### config.mk
export PLATFORM = sky130hd
export DESIGN_NAME = veririsc_controller
export DESIGN_NICKNAME = d
export VERILOG_FILES = /design/src/rtl/veririsc_controller.sv
export SDC_FILE = /design/constraint.sdc
export NUM_CORES = 1
export LEC_CHECK = 0
export CAP_MARGIN = 20
export CORE_AREA = 2 2 39 41
export CTS_BUF_LIST = sky130_fd_sc_hd__clkbuf_2 sky130_fd_sc_hd__clkbuf_4 sky130_fd_sc_hd__clkbuf_8
export CTS_CLUSTER_DIAMETER = 30
export CTS_CLUSTER_SIZE = 20
export DETAILED_ROUTE_END_ITERATION = 8
export DIE_AREA = 0 0 41 43
export DONT_BUFFER_PORTS = 1
export GPL_TIMING_DRIVEN = 0
export HOLD_SLACK_MARGIN = 0.12
export PLACE_DENSITY_LB_ADDON = 0.12
export SYNTH_ARGS = -nofsm -noshare
export SYNTH_HDL_FRONTEND = slang
export SYNTH_SLANG_ARGS = --single-unit
export TNS_END_PERCENT = 30
### constraint.sdc
create_clock -name clk -period 4.1 [get_ports clk]
set_clock_uncertainty 0.15 [all_clocks]
set_input_delay 0.615 -clock clk [delete_from_list [all_inputs] [get_ports clk]]
set_output_delay 0.615 -clock clk [all_outputs]
set_load 0.05 [all_outputs]
### src/rtl/veririsc_controller.sv
// Eight-phase instruction sequencer for the 8-bit VeriRISC core.
// Decodes opcode, zero flag and halt state into all datapath control strobes.
module veririsc_controller #(
  parameter int opcode_width = 3,
  parameter int phase_width  = 3
) (
  input  logic                    clk,
  input  logic                    rst_n,
  input  logic                    en,
  input  logic [opcode_width-1:0] opcode,
  input  logic                    zero,
  output logic                    sel,
  output logic                    rd,
  output logic                    ld_ir,
  output logic                    inc_pc,
  output logic                    ld_pc,
  output logic                    ld_ac,
  output logic                    wr,
  output logic                    data_e,
  output logic                    halt,
  output logic [phase_width-1:0]  phase
);

  typedef enum logic [phase_width-1:0] {
    INST_ADDR  = phase_width'(0),
    INST_FETCH = phase_width'(1),
    INST_LOAD  = phase_width'(2),
    IDLE       = phase_width'(3),
    OP_ADDR    = phase_width'(4),
    OP_FETCH   = phase_width'(5),
    ALU_OP     = phase_width'(6),
    STORE      = phase_width'(7)
  } phase_e;

  localparam logic [opcode_width-1:0] OP_HLT = opcode_width'(0);
  localparam logic [opcode_width-1:0] OP_SKZ = opcode_width'(1);
  localparam logic [opcode_width-1:0] OP_ADD = opcode_width'(2);
  localparam logic [opcode_width-1:0] OP_AND = opcode_width'(3);
  localparam logic [opcode_width-1:0] OP_XOR = opcode_width'(4);
  localparam logic [opcode_width-1:0] OP_LDA = opcode_width'(5);
  localparam logic [opcode_width-1:0] OP_STO = opcode_width'(6);
  localparam logic [opcode_width-1:0] OP_JMP = opcode_width'(7);

  phase_e r_phase;
  phase_e w_phase_next;
  logic   r_halt;
  logic   w_halt_next;

  logic w_is_hlt;
  logic w_is_skz;
  logic w_is_sto;
  logic w_is_jmp;
  logic w_is_aluop;

  assign w_is_hlt   = (opcode == OP_HLT);
  assign w_is_skz   = (opcode == OP_SKZ);
  assign w_is_sto   = (opcode == OP_STO);
  assign w_is_jmp   = (opcode == OP_JMP);
  assign w_is_aluop = (opcode == OP_ADD) || (opcode == OP_AND) ||
                      (opcode == OP_XOR) || (opcode == OP_LDA);

  // NOTE: state registers use non-blocking assignments so every flop samples
  // the pre-edge value of its inputs regardless of process ordering.
  always_ff @(posedge clk or negedge rst_n) begin
    if (!rst_n) begin
      r_phase <= INST_ADDR;
      r_halt  <= 1'b0;
    end else begin
      r_phase <= w_phase_next;
      r_halt  <= w_halt_next;
    end
  end

  // A halt entry parks the sequencer in OP_ADDR instead of advancing.
  always_comb begin
    w_phase_next = r_phase;
    w_halt_next  = r_halt;
    if (!r_halt && en) begin
      if (r_phase == OP_ADDR && w_is_hlt) begin
        w_halt_next = 1'b1;
      end else begin
        w_phase_next = phase_e'(r_phase + phase_width'(1));
      end
    end
  end

  // NOTE: every output gets a default before the case so no latch is inferred
  // for strobes that a given phase leaves unassigned.
  always_comb begin
    sel    = 1'b0;
    rd     = 1'b0;
    ld_ir  = 1'b0;
    inc_pc = 1'b0;
    ld_pc  = 1'b0;
    ld_ac  = 1'b0;
    wr     = 1'b0;
    data_e = 1'b0;
    unique case (r_phase)
      INST_ADDR: begin
        sel = 1'b1;
      end
      INST_FETCH: begin
        sel = 1'b1;
        rd  = 1'b1;
      end
      INST_LOAD, IDLE: begin
        sel   = 1'b1;
        rd    = 1'b1;
        ld_ir = 1'b1;
      end
      OP_ADDR: begin
        inc_pc = !w_is_hlt && !r_halt;
      end
      OP_FETCH: begin
        rd = w_is_aluop;
      end
      ALU_OP: begin
        rd     = w_is_aluop;
        inc_pc = w_is_skz && zero;
        ld_pc  = w_is_jmp;
        data_e = w_is_sto;
      end
      STORE: begin
        rd     = w_is_aluop;
        ld_ac  = w_is_aluop;
        ld_pc  = w_is_jmp;
        wr     = w_is_sto;
        data_e = w_is_sto;
      end
      default: ;
    endcase
  end

  assign halt  = r_halt || (r_phase == OP_ADDR && w_is_hlt);
  assign phase = r_phase;

endmodule

==> flow_metrics.py, run 1 <==
metrics = {
    "cts": {
        "ctsResizeCount": 0,
        "postCtsSetupRepairBufs": 0,
        "cts_sinks": 4,
        "cts_buffer_depth": 2,
        "clkTransAtPathRegs_ns": 0.04,
        "cts_tree": "built",
        "cts_max_level": 1,
        "cts_buffers": 3,
        "clk_latency_ns": 0.23,
        "clock-root-buffer": "clkbuf_4",
    },
    "sta": {
        "slew-limit-headroom": 0.3054,
        "timing_hold_violations_final": 0,
        "slew_violations": 0,
        "tightest_slew_ns": 1.045,
        "period_needed_ns": 3.084,
        "grt_setup_unrepaired": "no",
        "fin_setup_tns_ns": 0,
        "fmax_mhz": 324.2,
        "fin_ws_ns": 1.016,
        "finalSetupViolations": 0,
        "fin_crit_sh": 0.7523,
    },
    "status": {
        "outcome": "finished, final reports clean",
    },
    "place": {
        "post-place-ws_ns": 1.247,
        "numPortBuffers": 0,
        "gp_congestion": 0.6306,
        "dpl.hpwl_um": 647,
    },
    "detailed_routing": {
        "wirelength_um": 766,
        "drt-initial-drc-count": 1,
        "wl_per_cell_um": 12.16,
        "antenna_left": 0,
        "vias": 319,
        "dr.pass1.iters": 2,
        "drcViolationCount": 0,
        "via_per_inst": 5.063,
    },
    "global_routing": {
        "antenna_found_initial": 0,
        "overflow": 0,
        "grt_pass1_wl_um": 1166,
        "grt_max_degree": 9,
        "grt_pass1_vias": 272,
        "grtUsageTotal": 0.1018,
    },
    "setup_path": {
        "worst_path_max_delay_cell": "a21oi_1",
        "critPathMaxFanout": 5,
        "r2r_slack_ns": 2.14,
        "reg2reg_depth": 5,
        "r2r_start": "phase[0]",
        "startpoint": "phase[0]",
        "cp_num_buf_inv": 0,
        "r2r_end": "phase[1]",
        "critPathArrivalTime_ns": 2.32,
        "startpoint_type": "flip-flop",
        "path_cells": "ha_1 -> ha_1 -> a21oi_1 -> a21oi_1",
        "end_kind": "primary output",
        "worstSetupPathType": "flip-flop to primary output",
        "critPathRequiredTime_ns": 3.34,
        "cp_top_family": "compound AO/OA/AOI/OAI gates",
        "cp_slowest_stage_delay_ns": 0.83,
    },
    "floorplanning": {
        "ios": 19,
        "core_area_sq_um": 1384,
        "rows": 14,
        "dieWidth_um": 41,
        "die_h_um": 43,
        "start_util": 0.2803,
        "dieArea_sq_um": 1763,
    },
    "logic_synthesis": {
        "netlist_area_sq_um": 387.9,
        "yosysUniqueCellTypes": 23,
        "syn-num-nets": 56,
        "ys_seq_area_frac": 0.2581,
        "synth_seq_cells": 4,
        "ys_warn_count": 0,
        "avgSynthCellArea_sq_um": 9.235,
        "synthCells": 42,
    },
    "finish": {
        "final_cell_mix": "ha_1 (7), nand2_1 (4), dfrtp_1 (4)",
        "nets": 63,
        "antennaDiodeCount": 0,
        "mostFrequentLayoutCell": "ha_1",
        "area_growth_pct": 18.06,
        "layout-drive-gt1-share": 0.1915,
        "fin_util": 0.3309,
    },
    "hold_path": {
        "hold_end": "r_halt",
        "hold_depth": 1,
        "hold_start": "r_halt",
        "hold_path.class": "flip-flop to flip-flop",
    },
    "flow_run": {
        "maxCapViolCount": 0,
    },
}
-- per-layer routing --
metal  vias up  part of all wire  global-route usage
li1        157                 -                   -
met5         -                 0                   0
met1       153              0.39              0.1075
met4         0             0.010              0.1000
met2         7              0.55              0.1531
met3         2             0.052             0.02094
-- sequential cells by signal, summed over array words and instances, names as in the netlist --
name and count:
phase 3, r_halt 1
-- synth_stat cells --
master	number	area share
nor2b_1	1	0.016
nor3b_1	2	0.039
o21bai_1	1	0.019
nor3_1	1	0.013
and3_1	1	0.016
o22ai_1	1	0.016
and2_1	1	0.016
o21ai_4	1	0.042
a21oi_1	3	0.039
nor2_1	2	0.019
ha_1	7	0.23
xnor2_1	1	0.023
inv_2	1	0.0097
or2_1	1	0.016
dfrtp_1	4	0.26
inv_1	3	0.029
mux2_1	1	0.029
nand2_1	4	0.039
xor2_1	1	0.023
or3_4	1	0.029
o32ai_1	1	0.023
o22a_1	1	0.023
a21o_1	2	0.039
-- cells by family (layout without fill, tap and decap cells) --
kind of cell	Yosys count	in the layout	synth area share
XOR/XNOR	2	2	0.04517
AND/OR/NAND/NOR	14	14	0.2032
flip-flops	4	4	0.2581
multiplexers	1	1	0.02903
adder cells (fa/ha/maj)	7	7	0.2258
AO/OA/AOI/OAI	10	10	0.2000
buffers and inverters	4	9	0.03870
-- worst max path at each step --
stage | endpoint | depth (start not counted)
final | rd | 4
after global placement | ld_pc | 4
after global routing | sel | 4
after CTS | rd | 4
after floorplan | ld_pc | 4
after detailed placement | rd | 4
-- final cells by class --
cell class,instances,area (sq um)
Inverter,4,15.01
Fill cell,146,925.9
Sequential cell,4,100.1
Timing Repair Buffer,2,17.52
Multi-Input combinational cell,34,282.8
Clock buffer,3,22.52
Tap cell,16,20.02
-- metrics by stage --
step,area (sq um),std cells,hold slack (ns)
CTS,457.9,63,0.3402
global placement,407.9,58,0.1696
floorplan,387.9,42,0.1694
detailed placement,425.4,59,0.1695
finish,457.9,63,0.3468
global route,457.9,63,0.3430
-- repair_timing --
action                                 in CTS  in global routing
endpoints found under the hold margin       4                  0
hold buffers                                1                  0
setup endpoints to repair                   0                  0
Power of run 1 is not shown: default switching activity piles up to over one toggle a cycle in this logic, so the estimate is an artifact.
==> inputs of run 2 (changes only) <==
- ABC_AREA: unset -> 1
- clock period: 4.1 -> 2.72 ns (I/O delays scaled with it)
==> run 2 against run 1 <==
Synthesized area grew 8.1%. Largest cell class unchanged. First-iteration DRC count grew to 5.0 times the previous value. Via count grew 17%. Global-route usage grew 1.3 points. Die area is the same. Final cell count grew 33%. Worst setup slack lost 0.78 ns. Routed wire length grew 4.2%. Synthesized cell count grew 43%. Hold slack lost 0.15 ns.
==> flow_metrics.py, run 2 <==
metrics = {
    "status": {
        "outcome": "finished, final reports clean",
    },
    "finish": {
        "finalNonFillerCells": 84,
        "mostFrequentLayoutCell": "nand2_1",
        "layout-drive-gt1-share": 0.2794,
        "n_fill_cell": 159,
        "nets": 84,
        "largest_reg_flops": 3,
        "antennaDiodeCount": 0,
        "finish.instance_area_sq_um": 526.8,
        "area_growth_pct": 25.67,
        "final_cell_mix": "nand2_1 (15), inv_1 (11), ha_1 (7)",
        "multi_input_comb_area_sq_um": 294.0,
        "fin_util": 0.3807,
        "seqCellArea_sq_um": 103.9,
    },
    "place": {
        "numPortBuffers": 0,
        "dpl.hpwl_um": 687.9,
        "gp_congestion": 0.6520,
        "post-place-ws_ns": 0.01129,
        "dpl_cell_area_sq_um": 473.0,
        "dp.cells": 80,
    },
    "cts": {
        "clock-root-buffer": "clkbuf_4",
        "cts_tree": "built",
        "clk_latency_ns": 0.23,
        "cts_max_level": 1,
        "cts_buffer_depth": 2,
        "cts_sinks": 4,
        "clkTransAtPathRegs_ns": 0.04,
        "cts_buffers": 3,
    },
    "power_and_ir_drop": {
        "p_per_area_nw_per_um2": 288.6,
        "seq_power_share": 0.428,
        "p_sw_frac": 0.2456,
        "p_leak_nw": 0.2668,
        "power_frac_comb": 0.108,
        "p_sw_mw": 0.03733,
        "power_mw": 0.1520,
        "p_clk_frac": 0.464,
        "vdd_drop_max_uv": 198.6,
        "cell_internal_pwr_mw": 0.1147,
    },
    "detailed_routing": {
        "drcViolationCount": 0,
        "dr.pass1.iters": 4,
        "antenna_left": 0,
        "vias": 374,
        "via_per_inst": 4.452,
        "drt-initial-drc-count": 5,
        "wl_per_cell_um": 9.500,
        "wirelength_um": 798,
    },
    "logic_synthesis": {
        "synth_edf_count": 0,
        "synthArstFlopShare": 1.000,
        "synth_largest_area_cell": "dfrtp_1",
        "ys_warn_count": 0,
        "yosysTopAreaCellShare": 0.2388,
        "synthCells": 60,
        "synth_seq_cells": 4,
        "yosysMostFrequentCell": "nand2_1",
        "synthTopCellsByCount": "nand2_1 (17), inv_1 (11), ha_1 (7)",
        "synth_flop_cell": "dfrtp_1",
        "avgSynthCellArea_sq_um": 6.986,
        "netlist_area_sq_um": 419.2,
        "ys_seq_area_frac": 0.2388,
        "syn-num-nets": 74,
        "synth_top_cells_by_area": "dfrtp_1 (24%), ha_1 (21%), nand2_1 (15%), inv_1 (9.9%), nand3_1 (4.8%)",
        "yosysUniqueCellTypes": 16,
    },
    "sta": {
        "fmax_mhz": 402.8,
        "hold_ws_ns": 0.1942,
        "grt_setup_unrepaired": "no",
        "fin_setup_tns_ns": 0,
        "fin_ws_ns": 0.2371,
        "period_needed_ns": 2.483,
        "slew_violations": 0,
        "slew-limit-headroom": 0.6962,
        "tightest_slew_ns": 0.4546,
        "timing_hold_violations_final": 0,
        "finalSetupViolations": 0,
        "fin_crit_sh": 0.9128,
    },
    "flow_run": {
        "maxCapViolCount": 0,
    },
    "floorplanning": {
        "core_area_sq_um": 1384,
        "dieArea_sq_um": 1763,
        "die_h_um": 43,
        "ios": 19,
        "rows": 14,
        "dieWidth_um": 41,
        "start_util": 0.3029,
    },
    "setup_path": {
        "startpoint_type": "flip-flop",
        "r2r_slack_ns": 1.08,
        "worstSetupPathType": "flip-flop to primary output",
        "critPathRequiredTime_ns": 2.16,
        "end_kind": "primary output",
        "critPathArrivalTime_ns": 1.92,
        "critPathMaxFanout": 5,
    },
    "global_routing": {
        "grtUsageTotal": 0.1152,
        "grt_pass1_vias": 334,
        "antenna_found_initial": 0,
        "grt_max_degree": 9,
        "overflow": 0,
        "grt_pass1_wl_um": 1311,
    },
    "hold_path": {
        "hold_path.class": "input pin to flip-flop",
    },
}
## run 2: changes by cell type in the layout (fill, tap and decap cells not counted), sizes merged, moves of 2 or more
cell / change
buf: +3
nand2: +14
nor2: +4
nand3: +5
inv: +7
a21oi: -2
nor3: +3
nor3b: -2
a21o: -2
## run 2: worst max-delay path, cell delays in order, from the launching register on
cell,delay (ns)
dfrtp_2,0.52
ha_1,0.28
ha_1,0.18
inv_1,0.06
nand2_2,0.19
nor2_2,0.24
nand2_2,0.23
## run 2: kinds of logic after synthesis
| kind of cell | count (synthesis) | share of synthesized area |
|---|---|---|
| AND/OR/NAND/NOR | 34 | 0.4000 |
| buffers and inverters | 12 | 0.1104 |
| adder cells (fa/ha/maj) | 7 | 0.2089 |
| flip-flops | 4 | 0.2388 |
| AO/OA/AOI/OAI | 3 | 0.04177 |
## run 2: path summary, 6_finish.rpt
check	to	cells after the start	start
setup / recovery	sel	6	phase[0]
min in group asynchronous	r_halt	1	rst_n
setup reg to reg	phase[1]	8	phase[0]
hold / removal	r_halt	2	en
hold reg to reg	r_halt	2	r_halt
max in group asynchronous	phase[0]	1	rst_n
## run 2: cell type report
type,instances,area share
multi-input cells,44,0.5582
clock buffers,3,0.04276
repair buffers,5,0.07601
flip-flops and latches,4,0.1972
well taps,16,0.03800
inverters,12,0.08789
## run 2: repair_timing
action                                  in CTS  in global routing
endpoints found under the setup margin       3                  2
gates cloned                                 0                  0
endpoints found under the hold margin        4                  0
hold buffers                                 1                  0
buffers inserted                             0                  0
resized for setup                            6                  1
## run 2: layer usage
metal | track usage | up-vias | wire (um)
li1 | - | 202 | -
met1 | 0.1475 | 164 | 358
met2 | 0.1500 | 8 | 408
met3 | 0.03141 | 0 | 31
met4 | 0.1000 | 0 | 0
met5 | 0 | - | 0
## run 2: power groups by stage
stage | Combinational (mW) | Sequential (mW) | Clock (mW)
6_report | 0.0164 | 0.0651 | 0.0705
4_1_cts | 0.0167 | 0.0652 | 0.0751
5_1_grt | 0.0190 | 0.0655 | 0.0806
3_5_place_dp | 0.0140 | 0.0658 | 0
3_3_place_gp | 0.0138 | 0.0658 | 0
2_1_floorplan | 0.0123 | 0.0653 | 0
(Power assumes the default switching activity.)
==> inputs of run 3 (changes only) <==
- CORE_AREA: 2 2 39 41 -> 4 4 41 43
- DIE_AREA: 0 0 41 43 -> 0 0 45 47
==> run 3 against run 2 <==
Maximum frequency grew 0.51%. Die area grew 20%. Count of clock-buffer cells in the layout unchanged. Via count grew 2.1%. Largest power group unchanged. Combinational power barely moved. Sequential power about the same. Worst setup slack better by 0.013 ns.
==> flow_metrics.py, run 3 (same netlist as run 2, synthesis figures left out) <==
metrics = {
    "status": {
        "outcome": "finished, final reports clean",
    },
    "detailed_routing": {
        "vias": 382,
        "drt-initial-drc-count": 3,
        "antenna_left": 0,
        "dr.pass1.iters": 3,
        "drcViolationCount": 0,
        "wl_per_cell_um": 10.12,
        "via_per_inst": 4.602,
        "wirelength_um": 840,
    },
    "setup_path": {
        "critPathRequiredTime_ns": 2.16,
        "critPathMaxFanout": 5,
        "end_kind": "primary output",
        "startpoint_type": "flip-flop",
        "critPathArrivalTime_ns": 1.91,
        "worstSetupPathType": "flip-flop to primary output",
    },
    "place": {
        "dpl.hpwl_um": 739.6,
        "numPortBuffers": 0,
        "gp_congestion": 0.6620,
        "dpl_cell_area_sq_um": 471.7,
    },
    "finish": {
        "finish.instance_area_sq_um": 525.5,
        "largest_reg_flops": 3,
        "fin_util": 0.4038,
        "nets": 84,
        "mostFrequentLayoutCell": "nand2_1",
        "n_fill_cell": 152,
        "antennaDiodeCount": 0,
        "area_growth_pct": 25.37,
        "final_cell_mix": "nand2_1 (15), inv_1 (11), ha_1 (7)",
        "layout-drive-gt1-share": 0.2794,
    },
    "global_routing": {
        "grt_pass1_wl_um": 1400,
        "grt_pass1_vias": 344,
        "grt_max_degree": 9,
        "grtUsageTotal": 0.08875,
        "overflow": 0,
        "antenna_found_initial": 0,
    },
    "power_and_ir_drop": {
        "vdd_drop_max_uv": 172.1,
        "power_mw": 0.1546,
        "p_leak_nw": 0.2668,
        "p_per_area_nw_per_um2": 294.2,
    },
    "floorplanning": {
        "rows": 13,
        "start_util": 0.3221,
        "core_area_sq_um": 1301,
        "die_h_um": 47,
        "ios": 19,
        "dieArea_sq_um": 2115,
        "dieWidth_um": 45,
    },
    "sta": {
        "fmax_mhz": 404.8,
        "fin_crit_sh": 0.9082,
        "timing_hold_violations_final": 0,
        "tightest_slew_ns": 0.4593,
        "finalSetupViolations": 0,
        "slew_violations": 0,
        "grt_setup_unrepaired": "no",
        "slew-limit-headroom": 0.6930,
        "period_needed_ns": 2.470,
    },
    "cts": {
        "clkTransAtPathRegs_ns": 0.04,
        "cts_tree": "built",
        "cts_buffer_depth": 2,
        "clk_latency_ns": 0.23,
        "clock-root-buffer": "clkbuf_4",
        "cts_sinks": 4,
        "cts_buffers": 3,
        "cts_max_level": 1,
    },
    "hold_path": {
        "hold_path.class": "input pin to flip-flop",
    },
    "flow_run": {
        "maxCapViolCount": 0,
    },
}
run 3: cell counts in the layout (fill, tap and decap cells not counted):
Identical to the previous run, type by type.
run 3: timing repair:
| item | 4_1_cts | 5_1_grt |
|---|---|---|
| hold endpoints to repair | 4 | 0 |
| setup endpoints to repair | 3 | 2 |
| buffers inserted | 0 | 0 |
| hold buffers | 1 | 0 |
| resized for setup | 6 | 1 |
run 3: path summary, 6_finish.rpt:
check                              start        to  slack [ns]  cells past startpoint
worst max-delay path            phase[0]       sel        0.25                      6
worst min-delay path                  en    r_halt        0.19                      2
worst max register to register  phase[0]  phase[2]        1.07                      8
worst min register to register    r_halt    r_halt        0.35                      2
max in group asynchronous          rst_n  phase[2]        1.93                      1
min in group asynchronous          rst_n  phase[1]        0.30                      1
run 3: critical path: stages, from the launching register on:
cell and delay, ns:
dfrtp_2 0.52, ha_1 0.27, ha_1 0.18, inv_1 0.06, nand2_2 0.19, nor2_2 0.23
nand2_2 0.22
run 3: per-stage QoR:
stage | hold slack, ns | setup WS [ns] | TNS, ns | cells
after floorplan | -0.03759 | -0.07087 | -0.1848 | 60
after global placement | -0.03746 | -0.2115 | -0.7757 | 75
after detailed placement | -0.03746 | 0.01827 | 0 | 79
after CTS | 0.1855 | 0.03734 | 0 | 83
after global routing | 0.2114 | 0.1578 | 0 | 83
final | 0.1905 | 0.2497 | 0 | 83
run 3: cell type report:
cell class                 instances  area [sq um]  area share
multi-input combinational         44         294.0      0.5595
clock buffer                       3         22.52     0.04286
sequential                         4         103.9      0.1976
tap                               15         18.77     0.03571
inverter                          12         46.29     0.08810
timing repair buffer               5         40.04     0.07619
run 3: layer usage:
layer | vias up | share of wire | global-route usage
li1 | 204 | - | -
met1 | 170 | 0.44 | 0.1147
met2 | 8 | 0.50 | 0.1412
met3 | 0 | 0.057 | 0.01149
met4 | 0 | 0 | 0.05263
met5 | - | 0 | 0
run 3: power by group:
| part | switching [mW] | total (mW) | internal [mW] |
|---|---|---|---|
| logic | 0.0118 | 0.0166 | 0.00477 |
| registers | 0.00429 | 0.0649 | 0.0607 |
| clock network | 0.0237 | 0.0731 | 0.0493 |
